`config.mk`:
```
export PLATFORM = sky130hd
export DESIGN_NAME = hidden_layer_mac_flat
export DESIGN_NICKNAME = d
export VERILOG_FILES = /design/src/rtl/dnn_pkg.sv /design/src/rtl/hidden_layer_mac_if.sv /design/src/rtl/mac_neuron.sv /design/src/rtl/hidden_layer_mac.sv /design/src/flat_wrapper.sv
export SDC_FILE = /design/constraint.sdc
export NUM_CORES = 1
export LEC_CHECK = 0
export CAP_MARGIN = 20
export CORE_UTILIZATION = 60
export DETAILED_ROUTE_END_ITERATION = 16
export PLACE_DENSITY = 0.88
export SLEW_MARGIN = 40
export SYNTH_ARGS = -nofsm -noshare
export SYNTH_HDL_FRONTEND = slang
export SYNTH_HIERARCHICAL = 1
export SYNTH_SLANG_ARGS = --single-unit
```
`constraint.sdc`:
```
create_clock -name clk -period 10.5 [get_ports clk]
set_clock_uncertainty 0.1 [all_clocks]
set_input_delay 2.1 -clock clk [delete_from_list [all_inputs] [get_ports clk]]
set_output_delay 2.1 -clock clk [all_outputs]
set_load 0.1 [all_outputs]
```
`src/rtl/dnn_pkg.sv`:
```
// -----------------------------------------------------------------------------
// dnn_pkg
// Shared definitions for the DNN layers: default widths, layer dimensions,
// the hidden-layer FSM state type and the shift/ReLU/saturate helper used to
// turn a wide accumulator into an output activation.
//
// Build option:
//   HIDDEN_RELU_EN  defined   -> ReLU applied, outputs in [0, 2^(OW-1)-1]
//                   undefined -> signed saturation to [-2^(OW-1), 2^(OW-1)-1]
// -----------------------------------------------------------------------------
package dnn_pkg;

    localparam int INPUT_WIDTH  = 5;
    localparam int WEIGHT_WIDTH = 5;
    localparam int ACC_WIDTH    = 12;
    localparam int OUTPUT_WIDTH = 5;
    localparam int FRAC_SHIFT   = 2;

    localparam int NUM_NEURONS  = 4;
    localparam int NUM_INPUTS   = 4;
    localparam int NUM_WEIGHTS  = NUM_NEURONS * NUM_INPUTS;

    localparam int W_ADDR_WIDTH = $clog2(NUM_WEIGHTS);
    localparam int B_ADDR_WIDTH = $clog2(NUM_NEURONS);
    localparam int IDX_WIDTH    = $clog2(NUM_INPUTS);

`ifdef HIDDEN_RELU_EN
    localparam bit RELU_EN = 1'b1;
`else
    localparam bit RELU_EN = 1'b0;
`endif

    typedef logic signed [INPUT_WIDTH-1:0]              act_in_t;
    typedef logic signed [WEIGHT_WIDTH-1:0]             weight_t;
    typedef logic signed [ACC_WIDTH-1:0]                acc_t;
    typedef logic signed [OUTPUT_WIDTH-1:0]             act_out_t;
    typedef logic signed [INPUT_WIDTH+WEIGHT_WIDTH-1:0] prod_t;

    typedef enum logic [1:0] {
        IDLE,
        MAC,
        OUT
    } hl_state_t;

    // Output range expressed at accumulator width so comparisons stay signed.
    localparam acc_t ACC_SAT_MAX = acc_t'((1 <<< (OUTPUT_WIDTH - 1)) - 1);
    localparam acc_t ACC_SAT_MIN = acc_t'(-(1 <<< (OUTPUT_WIDTH - 1)));

    // Arithmetic shift (rounds toward -inf), optional ReLU, then clamp.
    function automatic act_out_t shift_saturate(input acc_t acc);
        acc_t     shifted;
        act_out_t result;
        shifted = acc >>> FRAC_SHIFT;
        if (RELU_EN && shifted[ACC_WIDTH-1]) begin
            result = '0;
        end else if (shifted > ACC_SAT_MAX) begin
            result = ACC_SAT_MAX[OUTPUT_WIDTH-1:0];
        end else if (shifted < ACC_SAT_MIN) begin
            result = ACC_SAT_MIN[OUTPUT_WIDTH-1:0];
        end else begin
            result = shifted[OUTPUT_WIDTH-1:0];
        end
        return result;
    endfunction

endpackage : dnn_pkg

```
`src/rtl/hidden_layer_mac_if.sv`:
```
// -----------------------------------------------------------------------------
// hidden_layer_mac_if
// Bundles the hidden layer's data-path and configuration signals.
//   input_ready, in0..in3       : activation strobe and values from input layer
//   w_we, w_addr, w_data        : weight write port (addr = neuron*4 + input)
//   b_we, b_addr, b_data        : bias write port (addr = neuron)
//   out0..out3, output_ready    : result activations and one-cycle strobe
//   busy, overrun               : status (FSM not idle / dropped strobe seen)
// Modports: master = upstream driver, slave = hidden layer.
// -----------------------------------------------------------------------------
interface hidden_layer_mac_if;
    import dnn_pkg::*;

    logic                    input_ready;
    act_in_t                 in0;
    act_in_t                 in1;
    act_in_t                 in2;
    act_in_t                 in3;

    logic                    w_we;
    logic [W_ADDR_WIDTH-1:0] w_addr;
    weight_t                 w_data;
    logic                    b_we;
    logic [B_ADDR_WIDTH-1:0] b_addr;
    weight_t                 b_data;

    act_out_t                out0;
    act_out_t                out1;
    act_out_t                out2;
    act_out_t                out3;
    logic                    output_ready;
    logic                    busy;
    logic                    overrun;

    modport master (
        output input_ready, in0, in1, in2, in3,
        output w_we, w_addr, w_data, b_we, b_addr, b_data,
        input  out0, out1, out2, out3, output_ready, busy, overrun
    );

    modport slave (
        input  input_ready, in0, in1, in2, in3,
        input  w_we, w_addr, w_data, b_we, b_addr, b_data,
        output out0, out1, out2, out3, output_ready, busy, overrun
    );

endinterface : hidden_layer_mac_if

```
`src/rtl/mac_neuron.sv`:
```
// -----------------------------------------------------------------------------
// mac_neuron
// One hidden neuron: accumulator with bias preload, one signed MAC per cycle,
// and a registered shift/ReLU/saturate output that reads zero when not emitting.
// Ports:
//   clk, rst  : clock, synchronous active-high reset
//   load      : preload accumulator with sign-extended bias
//   bias      : bias value used by load
//   step      : accumulate x * w
//   x, w      : current activation and weight
//   emit      : register the converted accumulator this cycle (else output 0)
//   act       : registered output activation
// -----------------------------------------------------------------------------
module mac_neuron
    import dnn_pkg::*;
(
    input  logic     clk,
    input  logic     rst,
    input  logic     load,
    input  weight_t  bias,
    input  logic     step,
    input  act_in_t  x,
    input  weight_t  w,
    input  logic     emit,
    output act_out_t act
);

    acc_t     acc_q, acc_d;
    act_out_t act_q, act_d;
    prod_t    prod;

    // NOTE: every variable written here gets a default first; a path that
    // leaves one unassigned would infer a latch.
    always_comb begin
        prod  = prod_t'(x) * prod_t'(w);
        acc_d = acc_q;
        if (load) begin
            acc_d = acc_t'(bias);
        end else if (step) begin
            acc_d = acc_q + acc_t'(prod);
        end
        act_d = emit ? shift_saturate(acc_q) : '0;
    end

    // NOTE: state updates use non-blocking assignment so every flop samples
    // the pre-edge values, independent of statement order.
    always_ff @(posedge clk) begin
        if (rst) begin
            acc_q <= '0;
            act_q <= '0;
        end else begin
            acc_q <= acc_d;
            act_q <= act_d;
        end
    end

    assign act = act_q;

endmodule : mac_neuron

```
`src/rtl/hidden_layer_mac.sv`:
```
// -----------------------------------------------------------------------------
// hidden_layer_mac
// Sequential four-neuron hidden layer. Accepts four activations on
// input_ready, runs four MAC cycles (one input per cycle, all neurons in
// parallel), then presents shifted/saturated activations with a one-cycle
// output_ready strobe. Weights/biases are written at run time while idle.
// Ports:
//   clk  : clock, rising edge
//   rst  : synchronous active-high reset
//   hl   : hidden_layer_mac_if.slave (data, write ports, status)
// Build option: HIDDEN_RELU_EN (see dnn_pkg) selects ReLU vs signed saturation.
// -----------------------------------------------------------------------------
module hidden_layer_mac
    import dnn_pkg::*;
(
    input  logic               clk,
    input  logic               rst,
    hidden_layer_mac_if.slave  hl
);

    localparam logic [IDX_WIDTH-1:0] IDX_LAST = IDX_WIDTH'(NUM_INPUTS - 1);

    hl_state_t             state_q, state_d;
    logic [IDX_WIDTH-1:0]  idx_q, idx_d;
    act_in_t               x_q [NUM_INPUTS];
    act_in_t               x_d [NUM_INPUTS];
    weight_t               weight_q [NUM_WEIGHTS];
    weight_t               weight_d [NUM_WEIGHTS];
    weight_t               bias_q [NUM_NEURONS];
    weight_t               bias_d [NUM_NEURONS];
    logic                  overrun_q, overrun_d;
    logic                  output_ready_q, output_ready_d;

    logic                  load;
    logic                  step;
    logic                  emit;
    weight_t               w_sel [NUM_NEURONS];
    act_out_t              act [NUM_NEURONS];

    // FSM next state and per-cycle controls.
    always_comb begin
        state_d = state_q;
        idx_d   = idx_q;
        load    = 1'b0;
        step    = 1'b0;
        emit    = 1'b0;
        case (state_q)
            IDLE: begin
                if (hl.input_ready) begin
                    load    = 1'b1;
                    idx_d   = '0;
                    state_d = MAC;
                end
            end
            MAC: begin
                step  = 1'b1;
                idx_d = idx_q + 1'b1;
                if (idx_q == IDX_LAST) begin
                    state_d = OUT;
                end
            end
            OUT: begin
                emit    = 1'b1;
                state_d = IDLE;
            end
            default: state_d = IDLE;
        endcase
    end

    // Input latch, parameter writes and status.
    always_comb begin
        x_d = x_q;
        if (load) begin
            x_d[0] = hl.in0;
            x_d[1] = hl.in1;
            x_d[2] = hl.in2;
            x_d[3] = hl.in3;
        end

        weight_d = weight_q;
        bias_d   = bias_q;
        if (state_q == IDLE) begin
            if (hl.w_we) weight_d[hl.w_addr] = hl.w_data;
            if (hl.b_we) bias_d[hl.b_addr]   = hl.b_data;
        end

        overrun_d      = overrun_q | (hl.input_ready && (state_q != IDLE));
        output_ready_d = (state_q == OUT);

        for (int n = 0; n < NUM_NEURONS; n++) begin
            w_sel[n] = weight_q[n * NUM_INPUTS + int'(idx_q)];
        end
    end

    // NOTE: the weight/bias register files are ordinary flops cleared by
    // reset, since a freshly reset layer must compute with all-zero parameters.
    always_ff @(posedge clk) begin
        if (rst) begin
            state_q        <= IDLE;
            idx_q          <= '0;
            x_q            <= '{default: '0};
            weight_q       <= '{default: '0};
            bias_q         <= '{default: '0};
            overrun_q      <= 1'b0;
            output_ready_q <= 1'b0;
        end else begin
            state_q        <= state_d;
            idx_q          <= idx_d;
            x_q            <= x_d;
            weight_q       <= weight_d;
            bias_q         <= bias_d;
            overrun_q      <= overrun_d;
            output_ready_q <= output_ready_d;
        end
    end

    // Preload uses bias_d so a bias write in the accepting cycle takes effect.
    for (genvar n = 0; n < NUM_NEURONS; n++) begin : g_neuron
        mac_neuron u_neuron (
            .clk  (clk),
            .rst  (rst),
            .load (load),
            .bias (bias_d[n]),
            .step (step),
            .x    (x_q[idx_q]),
            .w    (w_sel[n]),
            .emit (emit),
            .act  (act[n])
        );
    end

    assign hl.out0         = act[0];
    assign hl.out1         = act[1];
    assign hl.out2         = act[2];
    assign hl.out3         = act[3];
    assign hl.output_ready = output_ready_q;
    assign hl.busy         = (state_q != IDLE);
    assign hl.overrun      = overrun_q;

endmodule : hidden_layer_mac

```
`src/flat_wrapper.sv`:
```
// flat-port wrapper written by rule: the top's interface ports become plain ports
module hidden_layer_mac_flat import dnn_pkg::*;
  (clk, rst, hl_input_ready, hl_in0, hl_in1, hl_in2, hl_in3, hl_w_we, hl_w_addr, hl_w_data, hl_b_we, hl_b_addr, hl_b_data, hl_out0, hl_out1, hl_out2, hl_out3, hl_output_ready, hl_busy, hl_overrun);
  hidden_layer_mac_if hl_i ();
  input  logic clk;
  input  logic rst;
  input wire logic [$bits(hl_i.input_ready)-1:0] hl_input_ready;
  input wire logic [$bits(hl_i.in0)-1:0] hl_in0;
  input wire logic [$bits(hl_i.in1)-1:0] hl_in1;
  input wire logic [$bits(hl_i.in2)-1:0] hl_in2;
  input wire logic [$bits(hl_i.in3)-1:0] hl_in3;
  input wire logic [$bits(hl_i.w_we)-1:0] hl_w_we;
  input wire logic [$bits(hl_i.w_addr)-1:0] hl_w_addr;
  input wire logic [$bits(hl_i.w_data)-1:0] hl_w_data;
  input wire logic [$bits(hl_i.b_we)-1:0] hl_b_we;
  input wire logic [$bits(hl_i.b_addr)-1:0] hl_b_addr;
  input wire logic [$bits(hl_i.b_data)-1:0] hl_b_data;
  output wire logic [$bits(hl_i.out0)-1:0] hl_out0;
  output wire logic [$bits(hl_i.out1)-1:0] hl_out1;
  output wire logic [$bits(hl_i.out2)-1:0] hl_out2;
  output wire logic [$bits(hl_i.out3)-1:0] hl_out3;
  output wire logic [$bits(hl_i.output_ready)-1:0] hl_output_ready;
  output wire logic [$bits(hl_i.busy)-1:0] hl_busy;
  output wire logic [$bits(hl_i.overrun)-1:0] hl_overrun;
  assign hl_i.input_ready = hl_input_ready;
  assign hl_i.in0 = hl_in0;
  assign hl_i.in1 = hl_in1;
  assign hl_i.in2 = hl_in2;
  assign hl_i.in3 = hl_in3;
  assign hl_i.w_we = hl_w_we;
  assign hl_i.w_addr = hl_w_addr;
  assign hl_i.w_data = hl_w_data;
  assign hl_i.b_we = hl_b_we;
  assign hl_i.b_addr = hl_b_addr;
  assign hl_i.b_data = hl_b_data;
  assign hl_out0 = hl_i.out0;
  assign hl_out1 = hl_i.out1;
  assign hl_out2 = hl_i.out2;
  assign hl_out3 = hl_i.out3;
  assign hl_output_ready = hl_i.output_ready;
  assign hl_busy = hl_i.busy;
  assign hl_overrun = hl_i.overrun;
  hidden_layer_mac u_core (.clk(clk), .rst(rst), .hl(hl_i));
endmodule
```
After elaboration in Yosys (flattened, before gate mapping). Index checks and enable logic that the tools add are counted. Widths: inputs -> output; s select.

Bits in registers: 194. Logic and storage cells: 146.

Reduce and logical (&&, ||, !) cells: 15. $add $sub $neg: 8. Equal/unequal tests: 5. Mux-type cells: 48. $lt $le $gt $ge: 17. Bitwise logic cells: 9. $mul: 4.

Operators with widths (number): $ge 32x5->1 const B (4); $mux 12 (8); $not 32->32 (3); $bmux 5 s4 (4); $bwmux 80 (1); $mux 5 (16); $add 12x10->12 (4); $gt 10x5->1 const B (4); $lt 10x5->1 const B (4); $mul 5x5->10 (4); $mux 20 (2); $not 2->32 (1); $bwmux 20 (1); $demux 5 s4 (1); $mux 4 (4); $reduce_or 3->1 (4); $add 4x2->5 const A (2); $bmux 5 s2 (1); $demux 5 s2 (1); $pmux 2 s2 (2); $ge 3x3->1 const B (2); $mux 2 (3); $not 2->3 (2); $reduce_and 2->1 (3); 17 further kinds (25).

Longest topological paths before layout. Gate-level depths: netlist of the first run.

Depth in word-level cells: 9. Mapped depth: 18. Depth with buffers taken out: 16.

By module. Netlist of the first run, hierarchy kept.

By module, submodules not included: mac_neuron at u_core.g_neuron[0].u_neuron ... (cells each 227, sequential area each 340.3 um^2, times used 3, area an instance 2152.1 um^2); hidden_layer_mac (cells each 535, sequential area each 2522.4 um^2, times used 1, area an instance 5875.6 um^2); mac_neuron at u_core.g_neuron[3].u_neuron (cells each 227, sequential area each 340.3 um^2, times used 1, area an instance 2140.8 um^2).

Worst setup path before layout of the first run. OpenSTA, ideal clock, no wires.

Kind: register -> register. Start point: register u_core.idx_q[0]. End point: register u_core.g_neuron[0].u_neuron.acc_q[7]. Stages on the path, launching flop included: 18. Setup slack: 5262 ps. Path buffers: 2. Arrival time: 5023 ps. Period minus slack after synthesis: 5238 ps. Path through: dfxtp_1 -> buf_2 -> buf_4 -> mux4_2 -> nand2_1 -> inv_1 -> fa_1 -> inv_1 -> fa_1 -> inv_1 -> fa_1 -> fa_1 -> fa_1 -> a21o_1 -> a21oi_1 -> xor2_1 -> a21oi_1 -> o21a_1.

RTL lines: start, declared (line hidden_layer_mac.sv:24) `logic [IDX_WIDTH-1:0] idx_q, idx_d;`; start signal, assigned (line hidden_layer_mac.sv:108) `idx_q <= idx_d;`; end signal, assigned (line mac_neuron.sv:49) `acc_q <= '0;`; end signal, assigned (line mac_neuron.sv:52) `acc_q <= acc_d;`; end, declared (line mac_neuron.sv:28) `acc_t acc_q, acc_d;`.

Worst setup path in the final report of the first run.
Start point: register u_core.idx_q[0]. End point: register u_core.g_neuron[2].u_neuron.acc_q[7].

Word-level cells in the longest chain between the ends: 9. Elaborated cells on any way between the ends: 13. Those cells by class: add/sub: 2; mul: 1; mux: 8; bitwise: 2.

RTL lines: $add 4x2->5 (line hidden_layer_mac.sv:91) `w_sel[n] = weight_q[n * NUM_INPUTS + int'(idx_q)];`; $not 32->32 (not written as such) (line hidden_layer_mac.sv:91); $bmux 5 s4 (line hidden_layer_mac.sv:91); $mux 5 (not written as such) (2 in series) (line hidden_layer_mac.sv:91); $mul 5x5->10 (*) (line mac_neuron.sv:35) `prod = prod_t'(x) * prod_t'(w);`; $add 12x10->12 (*) (line mac_neuron.sv:40) `acc_d = acc_q + acc_t'(prod);`; $mux 12 (*) (line mac_neuron.sv:39) `end else if (step) begin`; $mux 12 (*) (line mac_neuron.sv:37) `if (load) begin`; end signal, assigned (line mac_neuron.sv:49); end signal, assigned (line mac_neuron.sv:52); end, declared (line mac_neuron.sv:28).

Every way passes the cells marked *; elsewhere a longest branch is shown, timed or not. The select of a mux whose other input is x is not followed. A chain may end at the register's enable or synchronous reset.

==> results of run 1 <==
power by group through the flow:
stage / combinational, mW / sequential [mW] / clock, mW
finish: 0.272 / 0.783 / 0.680
global route: 0.300 / 0.786 / 0.716
CTS: 0.269 / 0.783 / 0.685
detailed placement: 0.265 / 0.800 / 0
global placement: 0.257 / 0.799 / 0
floorplan: 0.203 / 0.790 / 0
synthesized netlist by cell type, types with 28 or more instances:
library cell,number,share of area
sky130_fd_sc_hd__dfxtp_1,194,0.27
sky130_fd_sc_hd__inv_1,141,0.037
sky130_fd_sc_hd__fa_1,124,0.17
sky130_fd_sc_hd__mux2i_1,116,0.080
sky130_fd_sc_hd__nand2b_1,116,0.050
sky130_fd_sc_hd__ha_1,101,0.087
sky130_fd_sc_hd__nor2_1,92,0.024
sky130_fd_sc_hd__a21oi_1,82,0.028
sky130_fd_sc_hd__nand2_1,73,0.019
sky130_fd_sc_hd__and2_1,60,0.026
sky130_fd_sc_hd__clkbuf_1,38,0.0099
sky130_fd_sc_hd__xnor2_1,28,0.017
critical path: stages (launching register included):
cell	delay, ns
sky130_fd_sc_hd__dfxtp_4	0.70
sky130_fd_sc_hd__mux4_2	0.84
sky130_fd_sc_hd__nand2_1	0.41
sky130_fd_sc_hd__inv_1	0.15
sky130_fd_sc_hd__fa_1	0.53
sky130_fd_sc_hd__inv_1	0.05
sky130_fd_sc_hd__fa_1	0.48
sky130_fd_sc_hd__inv_1	0.06
sky130_fd_sc_hd__fa_1	0.56
sky130_fd_sc_hd__fa_1	0.48
sky130_fd_sc_hd__fa_1	0.48
sky130_fd_sc_hd__a21o_1	0.22
sky130_fd_sc_hd__a21oi_1	0.18
sky130_fd_sc_hd__xor2_1	0.16
sky130_fd_sc_hd__a21oi_1	0.08
sky130_fd_sc_hd__o21a_1	0.20
path summary, 6_finish.rpt:
| path | end | slack [ns] | cells after the start |
|---|---|---|---|
| max | u_core/g_neuron[2].u_neuron/acc_q[7] | 4.72 | 15 |
| min | u_core/x_q[6] | 0.36 | 2 |
| max reg2reg | u_core/g_neuron[2].u_neuron/acc_q[7] | 4.72 | 15 |
| min reg2reg | u_core/x_q[6] | 0.36 | 2 |
cell type report:
cell class                 count  area, sq um
fill                        1740         7800
sequential                   194         3890
clock inverter                15          198
timing repair buffer          69          566
multi-input combinational   1036         9730
clock buffer                  17          425
tap                          319          399
inverter                     143          537
state kept, by name, indices dropped and copies added (netlist names):
name	count
u_core/idx_q	2
u_core/bias_q	20
u_core/hl.overrun	1
u_core/g_neuron.u_neuron/act	20
u_core/state_q	2
u_core/g_neuron.u_neuron/acc_q	48
u_core/x_q	20
u_core/hl.output_ready	1
u_core/weight_q	80
kinds of logic after synthesis:
family / after synthesis / synth area share
simple gates: 418 / 0.160
xor+xnor: 48 / 0.0311
mux: 165 / 0.139
compound gates: 180 / 0.0822
buf+inv: 213 / 0.0599
fa+ha+maj: 225 / 0.259
flops: 194 / 0.268
stage by stage:
step | power (mW) | util | hold WS (ns)
floorplan | 0.993 | - | 0.333
global placement | 1.06 | 0.646 | 0.342
detailed placement | 1.06 | 0.642 | 0.347
CTS | 1.74 | 0.668 | 0.359
global route | 1.80 | 0.669 | 0.388
finish | 1.74 | 0.669 | 0.360
per-layer routing:
metal	wire length, um	up-vias	part of all wire	track usage
met3	1640	71	0.051	0.0399
met1	14000	5113	0.43	0.372
met4	1250	0	0.039	0.125
met5	0	-	0	0
li1	-	4824	-	-
met2	15400	349	0.48	0.445
==> summary by stage, run 1 <==
Clock network
After clock tree synthesis, the setup repair step added 0 buffers. The H-tree generated during clock tree synthesis spans 4 levels. TritonCTS built the clock tree. The number of buffers created by CTS is 17. The number of sinks on the clock net is 194. The clock-pin slew reported for the worst setup and hold paths after clock tree synthesis is 0.09 ns. Gates resized during post-CTS repair numbered 0. The tree is rooted in a sky130_fd_sc_hd__clkbuf_16. The clock passes through at most 2 buffers. The later pin in the worst-skew pair is clocked with a latency of 0.45 ns. The number of hold buffers added after CTS was 0.

Synth
The number of nets in the synthesized netlist is 1709. The Yosys step of the flow raised 6 warnings. The commonest register cell after synthesis is sky130_fd_sc_hd__dfxtp_1.

The post-synthesis instance area is 14500 sq um. The mean instance size in the synthesized netlist is between 10 and 15 sq um. The synthesized flop and latch total is 194. The number of enable flip-flop cells after synthesis is 0. The fraction of registers with async set or reset after synthesis is 0. In this run, distinct cell masters in the synthesized netlist total 58.

For this run, the register share of the synthesized area comes to 0.268. The gate count after technology mapping is 1443.

Power
The cell area power density is 110 nW/um^2. The share of total power dissipated in the clock network is 0.392. The power spent charging and discharging nets is 537 uW.

Of the total power, the share spent switching nets is 0.309. The total leakage power is 7.71 nW. IR analysis of the VDD net gives a maximum drop of roughly 0.10 mV.

The portion of total power attributed to combinational logic is 0.157. The cell-internal power is 1.20 mW. Of the total power, registers draw 0.451.

Cells and area
Of the cells placed in the final design, the portion with a size suffix greater than 1 is 0.103. Leaving out fill and tap cells, the most frequent cells in the layout are 193 x sky130_fd_sc_hd__dfxtp_1, 140 x sky130_fd_sc_hd__inv_1, 124 x sky130_fd_sc_hd__fa_1. After routing the design area is 15700 sq um. Leaving out fill and tap cells, the most frequent cell in the layout is sky130_fd_sc_hd__dfxtp_1. The number of standard cells in the final layout excluding fillers is ~1800.

0 antenna diodes ended up in the layout. At the end of the flow, the number of nets in the layout was 1727. Compared with the post-synthesis result, the final layout area differs by 8.77%.

Route
In the final routed layout, each cell accounts on average for between 15 and 20 um. The routed via count is 10400. In the routed design, unresolved DRC markers number 0. The initial DRC count is roughly 650. The detailed-routing iteration count for the pre-antenna-repair pass is 5. After detailed routing, the total wire length is 32.2 mm. The detailed-route vias per instance is 5.78. The number of antenna-violating nets in the routed design is 0.

Setup path
The worst setup path is captured at a flip-flop. The start-to-end type of the worst setup path is flip-flop to flip-flop. The top fanout value on the critical path is 28. The sort of element at the start of the critical path is a flip-flop.

The first element of the critical path is u_core/idx_q[0]. The data arrival time of the critical path is 6.03 ns. The startpoint of the lowest-slack register-to-register path is u_core/idx_q[0]. The data required time at the worst endpoint is 10.75 ns.

STA
The achievable frequency is ~170 MHz. At the pin with the least slew margin, the transition time is 0.861 ns. The count of final max-slew check failures came to 0. Adding up every negative setup slack in the final design gives 0 ns. The number of setup violations in the final report is 0.

The routed design could run at a clock period as short as 5.78 ns. The number of hold-slack violations in the final timing report is 0. Setup repair after global routing left no endpoint under its margin. Measured against its own limit, the worst slew margin works out to 0.423. The part of the cycle the worst path needs is 0.551. Setup slack closes at 4.72 ns.

Placed design
After detailed placement, the design holds a cell count of 1761. After detailed placement, the total cell area comes to 15100 sq um. Prior to clock tree synthesis, the placed netlist has a worst setup slack of around 4.8 ns. The number of port buffers is 63. The final weighted congestion in routability-driven placement is 0.845. Once detailed placement completed, the half-perimeter wirelength came to 22.9 mm.

Die
The floorplan step defined a die boundary enclosing 24700 sq um. The core area is approximately 24000 sq um. The width of the chip is ~160 um. The starting density of the core is 0.615.

In this run the core area contains 56 standard-cell rows. Pin placement for this block handled 64 I/O pins. The die height is 157 um.

GRT
The first global-routing pass estimated 53.3 mm of wire. Entering global routing, the biggest net connects 102 pins. Summed over all layers, the global routing overflow is 0.

The initial antenna violation count is 0. In the global route stage, overall resource usage came out at 0.277. The via count of the first global-routing pass is 10600.

Worst hold path
In this run the worst hold path is classified as flip-flop to flip-flop. The origin of the worst min-delay path is u_core/x_q[6].

Status
The run finished with clean final reports.

Run
The tool flagged a number of max-cap violations equal to 0.
Note: power is estimated with default switching activity, not from simulation.
==> run 2, diff against run 1 <==
Clock period 10.5 ns to 5.8 ns, I/O delays scaled along.
==> run 2 against run 1 <==
Largest cell class unchanged. Via count is 1.4% lower. Sequential cell count stayed put. Combinational power up 87%. Critical path type unchanged. Design area up 0.68%. Worst setup slack lost 4.2 ns. Register-to-register slack got worse by 4.2 ns. Clock power is 72% higher. Non-clock buffer count grew 17. Clock-buffer cell count stayed put. Largest power group unchanged. Sequential power grew 80%.
==> summary by stage, run 2 (synthesis gave the netlist of run 1 again) <==
GRT
Entering global routing, the biggest net connects 82 pins. The initial antenna violation count was 1. The global-route wire length before repair is ~53 mm.

Across every metal layer, demand over resource in global routing totals 0.273. The via count of the first global-routing pass is 10700. The total overflow left after global routing is 0.

Clock network
The TritonCTS clock tree is yes. The maximum buffer depth of the clock tree is 2. For this design, the CTS-stage hold fixing added 0 buffers. TritonCTS created 17 clock buffers. Clock-pin slew was measured on the worst setup and hold paths at 0.08 ns. The number of setup buffers added after CTS is 0. CTS saw slightly below 200 sinks. CTS placed an instance of sky130_fd_sc_hd__clkbuf_16 at the clock tree root.

Once the clock tree was built, the resizer swapped 0 gates to a different size. Clock latency on the worst-skew pair, taken at its later pin, is 0.44 ns. The H-tree was split into 4 levels.

Setup path
The endpoint identified for the worst register-to-register timing path is u_core/g_neuron[3].u_neuron/acc_q[7]. The worst setup path is captured at a flip-flop. The start-to-end type of the worst setup path is flip-flop to flip-flop. In this run the worst path has a maximum fanout of 12.

For the worst flop-to-flop path, the logic depth is 17. The sort of element at the start of the critical path is a flip-flop. The data arrival time of the critical path is 5.56 ns. For the worst setup path, the data required time is roughly 6 ns. The setup slack of the worst register-to-register path is 0.48 ns. In this run the critical register-to-register path is launched from u_core/idx_q[1].

Cells and area
The register with the most flip-flops is u_core/weight_q. The library cell used most frequently in the layout, excluding fill and tap cells, is sky130_fd_sc_hd__dfxtp_1. The number of standard cells in the final layout excluding fillers is approximately 1800. The count of inserted antenna diode cells is 0. In the final layout, the share of cells above drive strength 1 is 0.113. Summing all non-filler instances in the final layout gives an area of 15900 sq um. In the final layout, the registers with the most flip-flops are u_core/weight_q: 80 flops, u_core/g_neuron.u_neuron/acc_q: 48 flops. The library cells used most frequently in the layout, excluding fill and tap cells, are 193 x sky130_fd_sc_hd__dfxtp_1, 140 x sky130_fd_sc_hd__inv_1, 124 x sky130_fd_sc_hd__fa_1. The flip-flop count of the largest register after layout is 80. The net count of the finished layout is 1744. Relative to the synthesized area, the layout overhead comes to 9.52%.

Placed design
The number of port buffers is 63. The half-perimeter wire length after detailed placement is 23.1 mm. The final weighted congestion in routability-driven placement is 0.881. After detailed placement, the design holds a cell count of 1777.

Before CTS, the worst setup slack after placement is 0.508 ns. The standard cell area after detailed placement is 15200 sq um.

Die
The starting density of the core is 0.615. The region available for standard cell placement spans between 20000 and 25000 sq um. The initialized floorplan defines 56 standard-cell rows. The die area is 24700 sq um. The die height is between 150 and 200 um. The number of placed I/O pins is 64. From left edge to right edge, the die measures 157 um.

STA
The number of setup violations in the final report is 0. The transition time at the pin with the least slew margin is 0.854 ns. The number of hold-slack violations in the final timing report came to 0.

The minimum period implied by the final worst setup slack is 5.32 ns. The achievable frequency is about 190 MHz. In the final timing run, aggregate negative setup slack is 0 ns. The count of final max-slew check failures was 0. The normalized max-slew margin is 0.431. The minimum setup slack in the final design is roughly 0.48 ns.

The part of the cycle the worst path needs is 0.918. Setup repair after global routing left no endpoint under its margin.

Power
The post-route total power is just over 3 mW. VDD sags by at most approximately 0.15 mV. For this design the static power due to leakage is 7.79 nW.

The cell area power density is a little under 200 nW/um^2.

Route
After detailed routing, the number of remaining DRC violations is 0. In this run, the number of DRC markers left after iteration 0 of detailed routing was between 700 and 800. The routed length per instance is ~17 um. Once detail routing completed, the nets flagged for antenna violations numbered 0.

The pre-antenna-repair detailed-routing pass consisted of 5 iterations. The detailed-route vias per instance is 5.64. The routed via count is 10200. The total detailed-routing wirelength is 31.6 mm.

Worst hold path
The tightest min-delay check is of the flip-flop to flip-flop type. The origin of the worst min-delay path is u_core/x_q[0]. For hold timing, the worst endpoint is u_core/x_q[0].

The worst hold path was traced through 2 stages.

Status
The run finished with clean final reports.

Run
The number of maximum-capacitance constraint violations is 0.
## run 2: per-stage QoR
step / hold WS, ns / utilization
floorplan: 0.333 / -
global placement: 0.343 / 0.652
detailed placement: 0.348 / 0.648
CTS: 0.359 / 0.673
global route: 0.379 / 0.673
finish: 0.358 / 0.673
## run 2: area by class of cell
cell class | instances | area [sq um]
clock buffer | 17 | 425
clock inverter | 15 | 165
fill | 1731 | 7690
inverter | 143 | 539
multi-input combinational | 1036 | 9730
sequential | 194 | 3880
tap | 319 | 399
timing repair buffer | 86 | 706
## run 2: worst max-delay path by stage
stage | startpoint | cells after the start | endpoint
floorplan | u_core/idx_q[0] | 17 | u_core/g_neuron[0].u_neuron/acc_q[7]
global placement | u_core/idx_q[1] | 17 | u_core/g_neuron[3].u_neuron/acc_q[7]
detailed placement | u_core/idx_q[1] | 17 | u_core/g_neuron[3].u_neuron/acc_q[7]
CTS | u_core/idx_q[1] | 17 | u_core/g_neuron[3].u_neuron/acc_q[7]
global route | u_core/idx_q[1] | 17 | u_core/g_neuron[3].u_neuron/acc_q[9]
finish | u_core/idx_q[1] | 17 | u_core/g_neuron[3].u_neuron/acc_q[7]
## run 2: where the power goes
group	total (mW)	switching (mW)	internal, mW
clock	1.17	0.593	0.578
combinational	0.508	0.300	0.208
sequential	1.41	0.0380	1.37
## run 2: metal layers
layer / GRT usage / vias up / wire length, um
met5: 0 / - / 0
met4: 0.0939 / 0 / 786
met3: 0.0407 / 54 / 1420
met2: 0.469 / 249 / 15500
met1: 0.351 / 5058 / 13900
li1: - / 4854 / -
## run 2: critical path, cell delays in order (launching register included)
cell	delay, ns
sky130_fd_sc_hd__dfxtp_1	0.64
sky130_fd_sc_hd__buf_4	0.33
sky130_fd_sc_hd__mux4_2	0.38
sky130_fd_sc_hd__nand2_1	0.10
sky130_fd_sc_hd__buf_4	0.20
sky130_fd_sc_hd__inv_1	0.10
sky130_fd_sc_hd__fa_1	0.48
sky130_fd_sc_hd__inv_1	0.05
sky130_fd_sc_hd__fa_1	0.53
sky130_fd_sc_hd__inv_1	0.05
sky130_fd_sc_hd__fa_1	0.50
sky130_fd_sc_hd__fa_1	0.46
sky130_fd_sc_hd__fa_1	0.42
sky130_fd_sc_hd__a21o_1	0.23
sky130_fd_sc_hd__a21oi_1	0.19
sky130_fd_sc_hd__xor2_1	0.18
sky130_fd_sc_hd__a21oi_1	0.09
sky130_fd_sc_hd__o21a_1	0.19
==> run 3, diff against run 2 <==
Settings changed: RECOVER_POWER set to 25, SLEW_MARGIN 40 to 20.
==> run 3 against run 2 <==
The run now ends with capacitance limit, slew limit left. Sequential cell count did not move. Combinational power rose by 0.8%. Sequential share of layout area fell by 0.16 points. Wire length rose by 3.0%. Worst setup slack got worse by 0.056 ns. Highest routed layer unchanged. Non-clock buffer count did not move. Global-route usage rose by 0.46 points. Via count rose by 2.0%.
==> summary by stage, run 3 (synthesis gave the netlist of run 1 again) <==
Route
The initial DRC count is 636. In the final routed layout, each cell accounts on average for 18.0 um. The routed via count is between 10000 and 15000. Using the TritonRoute via totals, the vias-per-cell ratio works out to 5.76. The number of remaining DRC errors is 0. The first detailed-routing pass took 5 iterations. Once detail routing completed, the nets flagged for antenna violations numbered 0. Wires add up to 32.5 mm.

Setup path
The sort of element at the start of the critical path is a flip-flop. The first element of the critical path is u_core/idx_q[1]. The endpoint kind of the worst setup timing path is a flip-flop. At the worst endpoint, the required time is 6.03 ns. The start-to-end type of the worst setup path is flip-flop to flip-flop.

The top fanout value on the critical path is 12. The startpoint identified for the worst register-to-register timing path is u_core/idx_q[1]. The data arrival time of the critical path is 5.61 ns.

Clock network
The clock tree root driver cell is sky130_fd_sc_hd__clkbuf_16. The number of setup buffers added after CTS is 0. The number of buffers inserted by hold repair at cts is 0. The number of H-tree branching levels is 4. Post-CTS repair changed the size of 0 cells.

After clock tree synthesis, the clock-pin slew on the worst setup and hold paths is 0.08 ns. TritonCTS built the clock tree. The maximum buffer depth of the clock tree is 2. Clock tree synthesis inserted a total of 17 buffers.

The clock latency on the worst-skew pair is 0.44 ns. The number of sinks on the clock net is 194.

Cells and area
Measured on the finished design, the core utilization comes to 0.678. The net count of the finished layout is 1744. Once layout is done, the placed cells without fillers occupy 16000 sq um.

The layout-stage area growth over the synthesis result is 10.2%. The library cell used most frequently in the layout, excluding fill and tap cells, is sky130_fd_sc_hd__dfxtp_1. The top cell types in the final layout, fill and taps aside, are 193 x sky130_fd_sc_hd__dfxtp_1, 140 x sky130_fd_sc_hd__inv_1, 124 x sky130_fd_sc_hd__fa_1. Leaving out filler cells and counting taps, the final layout contains 1810. In the final layout, the share of cells above drive strength 1 is 0.0966. The largest registers in the layout are u_core/weight_q: 80 flops, u_core/g_neuron.u_neuron/acc_q: 48 flops. The flip-flop count of the largest register after layout is 80.

Ranked by flip-flop count, first place goes to u_core/weight_q. The repair_antennas step left the layout with diodes totalling 0.

GRT
For this run, the total global-route usage over all layers was measured as 0.278. The initial antenna violation count is 1. The via count of the first global-routing pass is 10800.

Entering global routing, the biggest net connects 82 pins. The first global-routing pass estimated 53.6 mm of wire. For this run the aggregate overflow at the end of global routing stands at 0.

Power
The power spent charging and discharging nets is 935 uW. IR analysis of the VDD net gives a maximum drop of ~0.19 mV. The internal portion of the total power is 2.16 mW.

The portion of total power attributed to combinational logic is 0.165. Summed over all cells, the static leakage comes to 7.73 nW. The share of total power dissipated in the clock network is 0.379. The post-route total power is 3.10 mW. In this run the power density over the cells is 194 nW/um^2.

The sequential share of power is 0.456. Of the total power, the share spent switching nets is 0.302.

Placed design
The final weighted congestion in routability-driven placement is 0.881. The number of port buffers is 63. Prior to clock tree synthesis, the placed netlist has a worst setup slack of roughly 0.5 ns. After detailed placement, the total cell area comes to 15300 sq um. The half-perimeter wire length after detailed placement is 23.0 mm.

The post-placement cell count is 1777.

STA
The part of the cycle the worst path needs is 0.928. At the pin with the least slew margin, the transition time is 2.93 ns. Derived from the worst setup path, the maximum achievable clock frequency is ~190 MHz. In the post-route analysis, the smallest setup slack over all paths is approximately 0.42 ns. The worst pin sits at a relative slew slack of -0.956. Hold is met by 0.361 ns.

The minimum period implied by the final worst setup slack is 5.38 ns. The number of hold-slack violations in the final timing report is 0. Setup repair after global routing left no endpoint under its margin. Setup violations remaining at the end of the flow were counted as 0. Summed over all failing endpoints, the final setup total negative slack is 0 ns. The count of final max-slew check failures is 134.

Die
The starting density of the core is 0.615. The core area is roughly 24000 sq um. The floorplan step set the die width to 157 um. Measured along the y axis, the die boundary spans 157 um.

The number of placed I/O pins is 64. The die area is 24700 sq um. The number of placement rows is 56.

Run
Across the run, the number of max-cap violations was 2.

Worst hold path
The origin of the worst min-delay path is u_core/x_q[5]. The worst hold path belongs to the class flip-flop to flip-flop.

Status
The final reports fail on capacitance limit, slew limit. The run finished, with violations left.
[run 3: critical path: stages, from the launching register on]
cell,delay (ns)
sky130_fd_sc_hd__dfxtp_1,0.66
sky130_fd_sc_hd__buf_4,0.33
sky130_fd_sc_hd__mux4_2,0.38
sky130_fd_sc_hd__nand2_1,0.10
sky130_fd_sc_hd__buf_4,0.20
sky130_fd_sc_hd__inv_1,0.09
sky130_fd_sc_hd__fa_1,0.49
sky130_fd_sc_hd__inv_1,0.05
sky130_fd_sc_hd__fa_1,0.52
sky130_fd_sc_hd__inv_1,0.05
sky130_fd_sc_hd__fa_1,0.49
sky130_fd_sc_hd__fa_1,0.46
sky130_fd_sc_hd__fa_1,0.42
sky130_fd_sc_hd__a21o_1,0.23
sky130_fd_sc_hd__a21oi_1,0.18
sky130_fd_sc_hd__xor2_1,0.19
sky130_fd_sc_hd__a21oi_1,0.09
sky130_fd_sc_hd__o21a_1,0.20
[run 3: final timing paths]
check,end,slack (ns),depth (start not counted)
setup / recovery,u_core/g_neuron[3].u_neuron/acc_q[7],0.42,17
hold / removal,u_core/x_q[5],0.36,2
setup reg to reg,u_core/g_neuron[3].u_neuron/acc_q[7],0.42,17
hold reg to reg,u_core/x_q[5],0.36,2
[run 3: layout make-up]
cell class	instances	area, sq um
multi-input cells	1036	9730
fillers	1720	7590
flip-flops and latches	194	3880
repair buffers	86	816
inverters	143	537
clock buffers	17	425
well taps	319	399
clock inverters	15	160
[run 3: power groups by stage]
| stage | Combinational, mW | Sequential [mW] | Clock [mW] |
|---|---|---|---|
| 2_1_floorplan | 0.368 | 1.43 | 0 |
| 3_3_place_gp | 0.479 | 1.44 | 0 |
| 3_5_place_dp | 0.495 | 1.44 | 0 |
| 4_1_cts | 0.503 | 1.41 | 1.18 |
| 5_1_grt | 0.565 | 1.42 | 1.24 |
| 6_report | 0.512 | 1.41 | 1.17 |
[run 3: metal layers]
layer	track usage	vias to the layer above	part of all wire
met3	0.0333	54	0.054
met2	0.478	361	0.50
met4	0.101	0	0.024
li1	-	4869	-
met1	0.360	5134	0.42
met5	0	-	0
